## src/rtl/vga_scanout_if.sv

```systemverilog
// Framebuffer read port and video output bundle for vga_scanout.
// master = the scanout engine, slave = framebuffer / display side.
interface vga_scanout_if #(
  parameter int DATA_WIDTH = 8,
  parameter int ADDR_WIDTH = 16
);
  logic [ADDR_WIDTH-1:0] mem_addr;
  logic [DATA_WIDTH-1:0] mem_data;
  logic                  hsync;
  logic                  vsync;
  logic                  blank_n;
  logic [DATA_WIDTH-1:0] rgb;
  logic                  frame_done;

  modport master (
    output mem_addr, hsync, vsync, blank_n, rgb, frame_done,
    input  mem_data
  );

  modport slave (
    input  mem_addr, hsync, vsync, blank_n, rgb, frame_done,
    output mem_data
  );
endinterface

```

## src/rtl/vga_scanout.sv

```systemverilog
// 640x480@60 VGA scanout from a 160x120 RGB332 framebuffer (4x4 upscale).
// Pixel clock is clk/2 via a toggling enable; all video outputs are
// registered one pixel period behind the counters so the synchronous
// framebuffer read (one clk) lands exactly on the next pixel edge.
module vga_scanout #(
  parameter int DATA_WIDTH = 8,
  parameter int ADDR_WIDTH = 16
) (
  input  logic           clk,
  input  logic           rst,
  vga_scanout_if.master  vif
);

  localparam logic [9:0] H_LAST   = 10'd799;
  localparam logic [9:0] V_LAST   = 10'd524;
  localparam logic [9:0] H_ACTIVE = 10'd640;
  localparam logic [9:0] V_ACTIVE = 10'd480;
  localparam logic [9:0] HS_BEG   = 10'd656;
  localparam logic [9:0] HS_END   = 10'd751;
  localparam logic [9:0] VS_BEG   = 10'd490;
  localparam logic [9:0] VS_END   = 10'd491;

  logic       pix_en;
  logic [9:0] hc, vc;
  logic       active;
  logic [ADDR_WIDTH-1:0] row, col;

  // pixel-rate enable: first pixel edge is the second clk after reset
  always_ff @(posedge clk or posedge rst) begin
    if (rst) pix_en <= 1'b0;
    else     pix_en <= ~pix_en;
  end

  // raster counters, advance once per pixel edge
  always_ff @(posedge clk or posedge rst) begin
    if (rst) begin
      hc <= '0;
      vc <= '0;
    end else if (pix_en) begin
      if (hc == H_LAST) begin
        hc <= '0;
        vc <= (vc == V_LAST) ? 10'd0 : vc + 10'd1;
      end else begin
        hc <= hc + 10'd1;
      end
    end
  end

  // framebuffer address: (vc/4)*160 + hc/4, *160 done as two shifts
  always_comb begin
    active = (hc < H_ACTIVE) && (vc < V_ACTIVE);
    row    = ADDR_WIDTH'(vc[9:2]);
    col    = ADDR_WIDTH'(hc[9:2]);
    vif.mem_addr = active ? (row << 7) + (row << 5) + col : '0;
  end

  // video outputs sampled from pre-increment counters and returned data
  always_ff @(posedge clk or posedge rst) begin
    if (rst) begin
      vif.hsync   <= 1'b1;
      vif.vsync   <= 1'b1;
      vif.blank_n <= 1'b0;
      vif.rgb     <= '0;
    end else if (pix_en) begin
      vif.hsync   <= !((hc >= HS_BEG) && (hc <= HS_END));
      vif.vsync   <= !((vc >= VS_BEG) && (vc <= VS_END));
      vif.blank_n <= active;
      vif.rgb     <= active ? vif.mem_data : '0;
    end
  end

  // one-clk strobe after the pixel edge that enters vertical blanking
  always_ff @(posedge clk or posedge rst) begin
    if (rst) vif.frame_done <= 1'b0;
    else     vif.frame_done <= pix_en && (hc == H_LAST) && (vc == V_ACTIVE - 10'd1);
  end

endmodule

```

## src/flat_wrapper.sv

```systemverilog
// flat-port wrapper written by rule: the top's interface ports become plain ports
module vga_scanout_flat 
#(
  parameter int DATA_WIDTH = 8,
  parameter int ADDR_WIDTH = 16
)
  (clk, rst, vif_mem_addr, vif_hsync, vif_vsync, vif_blank_n, vif_rgb, vif_frame_done, vif_mem_data);
  vga_scanout_if #(.DATA_WIDTH(DATA_WIDTH), .ADDR_WIDTH(ADDR_WIDTH)) vif_i ();
  input  logic clk;
  input  logic rst;
  output wire logic [$bits(vif_i.mem_addr)-1:0] vif_mem_addr;
  output wire logic [$bits(vif_i.hsync)-1:0] vif_hsync;
  output wire logic [$bits(vif_i.vsync)-1:0] vif_vsync;
  output wire logic [$bits(vif_i.blank_n)-1:0] vif_blank_n;
  output wire logic [$bits(vif_i.rgb)-1:0] vif_rgb;
  output wire logic [$bits(vif_i.frame_done)-1:0] vif_frame_done;
  input wire logic [$bits(vif_i.mem_data)-1:0] vif_mem_data;
  assign vif_mem_addr = vif_i.mem_addr;
  assign vif_hsync = vif_i.hsync;
  assign vif_vsync = vif_i.vsync;
  assign vif_blank_n = vif_i.blank_n;
  assign vif_rgb = vif_i.rgb;
  assign vif_frame_done = vif_i.frame_done;
  assign vif_i.mem_data = vif_mem_data;
  vga_scanout #(.DATA_WIDTH(DATA_WIDTH), .ADDR_WIDTH(ADDR_WIDTH)) u_core (.clk(clk), .rst(rst), .vif(vif_i));
endmodule
```

## config.mk

```make
export PLATFORM = sky130hd
export DESIGN_NAME = vga_scanout_flat
export DESIGN_NICKNAME = d
export VERILOG_FILES = /design/src/rtl/vga_scanout_if.sv /design/src/rtl/vga_scanout.sv /design/src/flat_wrapper.sv
export SDC_FILE = /design/constraint.sdc
export NUM_CORES = 1
export LEC_CHECK = 0
export CAP_MARGIN = 20
export CORE_AREA = 2 2 71 73
export DETAILED_ROUTE_END_ITERATION = 16
export DIE_AREA = 0 0 73 75
export PLACE_DENSITY = 0.79
export SLEW_MARGIN = 20
export SYNTH_ARGS = -nofsm -noshare
export SYNTH_HDL_FRONTEND = slang
export SYNTH_SLANG_ARGS = --single-unit
```

## constraint.sdc

```tcl
create_clock -name clk -period 3.1 [get_ports clk]
set_input_delay 0.775 -clock clk [delete_from_list [all_inputs] [get_ports clk]]
set_output_delay 0.775 -clock clk [all_outputs]
set_load 0.005 [all_outputs]
```

==> metrics.md, run 1 <==
| Metric | Value |
|---|---|
| Initial antenna violation count | `0` |
| Failing checks | `negative setup slack` |
| Antenna cells | `0` |
| Clock share of power | `46.0%` |
| Post-route ant nets | `0` |
| P&R area growth vs syn | `39.0%` |
| # port buffers | `36` |
| WP data required | `2.32 ns` |
| # rows | `25` |
| Io pins | `38` |
| HP Class | `reg2reg` |
| Global placement routability congestion | `0.937` |
| Top post-synthesis cells by area | `dfrtp_1, ha_1, o2bb2ai_1` |
| Clk slew on worst S/H paths | `0.07 ns` |
| Die ar. | `0.00548 mm²` |
| Clock Sinks | `33` |
| Arrival time worst endpoint | `~2.5 ns` |
| Int Pwr | `0.000698 W` |
| Final Setup Violations | `6` |
| Number of enable flip-flop cells after synthesis | `0` |
| Mapped Area | `between 0.002 and 0.0025 mm²` |
| Die Y | `75 µm` |
| Setup TNS | `-0.939 ns` |
| Area fraction in compound gates after synthesis | `14.7%` |
| Maximum VDD drop | `0.308 mV` |
| Largest family of logic cells by synthesized area | `simple AND/OR/NAND/NOR gates` |
| Status | `complete, but fails checks` |
| DR WL/cell | `between 15 and 20 µm` |
| Slew Limit Fails | `0` |
| Mux cell area share after synthesis | `0.980%` |
| Commonest cells post-synth | `dfrtp_1, ha_1, nand2_1` |
| Vias/cell | `5.57` |
| Core Region | `0.00466 mm²` |
| CP Capture Type | `output port` |
| Die X-Extent | `about 73 µm` |
| Vias in the first global route | `between 2,000 and 2,500` |
| Power, Total | `0.000882 W` |
| Pre-CTS setup slack | `-0.351 ns` |
| Total GRT Usage | `21.6%` |
| Worst hold slack | `0.493 ns` |
| Post-Syn Instances | `between 200 and 250` |
| DRC Markers | `0` |
| Max-Cap Viols | `0` |
| Placed Cells | `336` |
| Unrepaired setup endpoints after global routing | `yes` |
| Leak | `1.41 nW` |
| Async SR Flop Fraction | `100%` |
| Logic pwr share | `roughly 4.3%` |
| Fmax | `0.302 GHz` |
| Worst-skew pair later-pin latency | `0.29 ns` |
| Psw | `0.000184 W` |
| Endpoints failing hold | `0` |
| Top-area cell type share of the netlist area | `35.8%` |
| Post-synthesis register bit count | `33` |
| Nets | `between 300 and 400` |
| Syn avg cell area | `9.69 µm²` |
| Gr ovfl total | `0` |
| WL final | `5450 µm` |
| Num CTS Buffers | `5` |
| Most common cell in the synthesized netlist | `dfrtp_1` |
| Sequential area share after synthesis | `38.2%` |
| Initial core utilization | `46.6%` |
| Synth cell types | `between 50 and 60` |
| CP Class | `reg2out` |
| Largest fanout on the critical path | `2` |
| CTS tree | `done` |
| Seq pwr share | `between 40 and 50%` |
| Routed via count | `1,962` |
| Pwr dens | `292 mW/mm²` |
| Adder-Cell Fraction of Synth Area | `13.4%` |
| YS warnings | `0` |
| Drt pass-1 iters | `4` |
| Simple logic cell fraction of the synthesized area | `between 20% and 30%` |
| DPL Wire Length | `around 3800 µm` |
| Clock Skews | `around 0.0085 ns` |
| Layout cells sized above 1 | `between 20% and 30%` |
| Largest net degree at the start of global routing | `34` |
| CTS Root Cell | `clkbuf_8` |
| H-tree depth | `2` |
| Main synth FF type | `dfrtp_1` |
| Fill count | `~360` |
| Critical path launch point type | `flop` |
| Initial DRC count | `a little under 100` |
| Period utilisation layout | `107%` |
| Post-synth net total | `approximately 260` |
| Final min period | `3.31 ns` |
| Clock Tree Buf Depth | `2` |
| Final cell count without fillers | `352` |
| First-pass GRT wire length | `9160 µm` |
| Synth Area in XOR/XNOR | `4.44%` |
| Leading area contributor after synthesis | `dfrtp_1` |
| Net Sw Frac | `20.8%` |
| Final Worst Setup Slack | `-0.210 ns` |
[kinds of logic after synthesis]
group / after synthesis
simple gates: 84
compound gates: 47
flops: 33
buf+inv: 24
fa+ha+maj: 22
xor+xnor: 11
mux: 2
other cells: 1
[cell usage in the layout, fill, tap and decap left out, drive strengths merged, types with 2 or more instances in the layout]
cell	Yosys	final
buf	7	45
dfrtp	31	31
clkdlybuf4s50	0	28
ha	20	20
nand2	18	18
nor2	17	17
inv	14	14
o21ai	13	13
o2bb2ai	8	8
nand3	7	7
and2	7	7
xnor2	6	6
nand4	6	6
a21oi	6	6
clkbuf	2	6
nor3	6	6
xor2	5	5
o21a	5	5
nor4	4	4
a211oi	4	4
nand2b	3	3
o31a	3	3
and3b	3	3
and4	3	3
o22ai	2	2
dfstp	2	2
nand3b	2	2
clkinv	1	2
nor2b	2	2
fa	2	2
[power by group through the flow]
| stage | Clock, W | Sequential, W | Combinational (W) |
|---|---|---|---|
| after floorplan | 0 | 0.000447 | 0.0000122 |
| after global placement | 0 | 0.000447 | 0.0000377 |
| after detailed placement | 0 | 0.000447 | 0.0000383 |
| after CTS | 0.000411 | 0.000439 | 0.0000385 |
| after global routing | 0.000432 | 0.000439 | 0.0000420 |
| final | 0.000405 | 0.000439 | 0.0000376 |
[through the flow]
step,util (%),area [µm²]
finish,64.7,3020
global route,64.7,3020
CTS,63.2,2950
detailed placement,59.6,2780
global placement,59.6,2780
floorplan,-,2170
[per-layer routing]
layer	vias up	global-route usage (%)	share of wire, %
met3	13	4.28	3.9
met5	-	0	0
met2	67	38.6	52
met4	0	9.88	2.2
met1	944	24.9	42
li1	938	-	-
[worst paths after layout]
check / endpoint / slack [ns] / startpoint / depth (start not counted)
setup / recovery: vif_mem_addr[13] / -0.21 / u_core.vc[2] / 11
hold / removal: u_core.vif.vsync / 0.49 / u_core.vif.vsync / 2
setup reg to reg: u_core.vc[9] / 1.22 / u_core.vc[1] / 6
hold reg to reg: u_core.vif.vsync / 0.49 / u_core.vif.vsync / 2
max in group asynchronous: u_core.vif.hsync / 1.89 / rst / 3
min in group asynchronous: u_core.vc[4] / 0.88 / rst / 3
[sequential cells by signal, summed over array words and instances, names as in the netlist]
register,cells
u_core.vif.vsync,1
u_core.vif.frame_done,1
u_core.vc,10
u_core.pix_en,1
u_core.vif.hsync,1
u_core.hc,10
u_core.vif.rgb,8
u_core.vif.blank_n,1
[timing repair]
| item | 4_1_cts | 5_1_grt |
|---|---|---|
| pin swaps | 14 | 6 |
| endpoints found under the setup margin | 8 | 14 |
| setup buffers | 8 | 3 |
| resized for setup | 44 | 11 |
| hold buffers | 0 | 0 |
| endpoints found under the hold margin | 0 | 0 |
[layout make-up]
| class | count | area (µm²) | area share, % |
|---|---|---|---|
| Clock buffer | 5 | 68.8 | 2.28 |
| Multi-Input combinational cell | 167 | 1320 | 43.8 |
| Timing Repair Buffer | 75 | 628 | 20.8 |
| Tap cell | 54 | 67.6 | 2.24 |
| Inverter | 15 | 56.3 | 1.87 |
| Clock inverter | 3 | 46.3 | 1.53 |
| Sequential cell | 33 | 828 | 27.5 |
[critical path, cell delays in order, from the launching register on]
cell and delay [ns]:
dfrtp_1 0.36, inv_2 0.05, fa_1 0.55, buf_4 0.11, inv_2 0.03, ha_4 0.27, a211oi_4 0.06, buf_4 0.13
o21a_1 0.18, o21a_1 0.18, o21a_1 0.19, buf_2 0.12
Note: power is estimated with default switching activity, not from simulation.
==> run 2, diff against run 1 <==
- CTS_CLUSTER_SIZE: default -> 40
==> results of run 2 <==
Same layout as run 1: the final DEF is identical, and so are final timing and power.
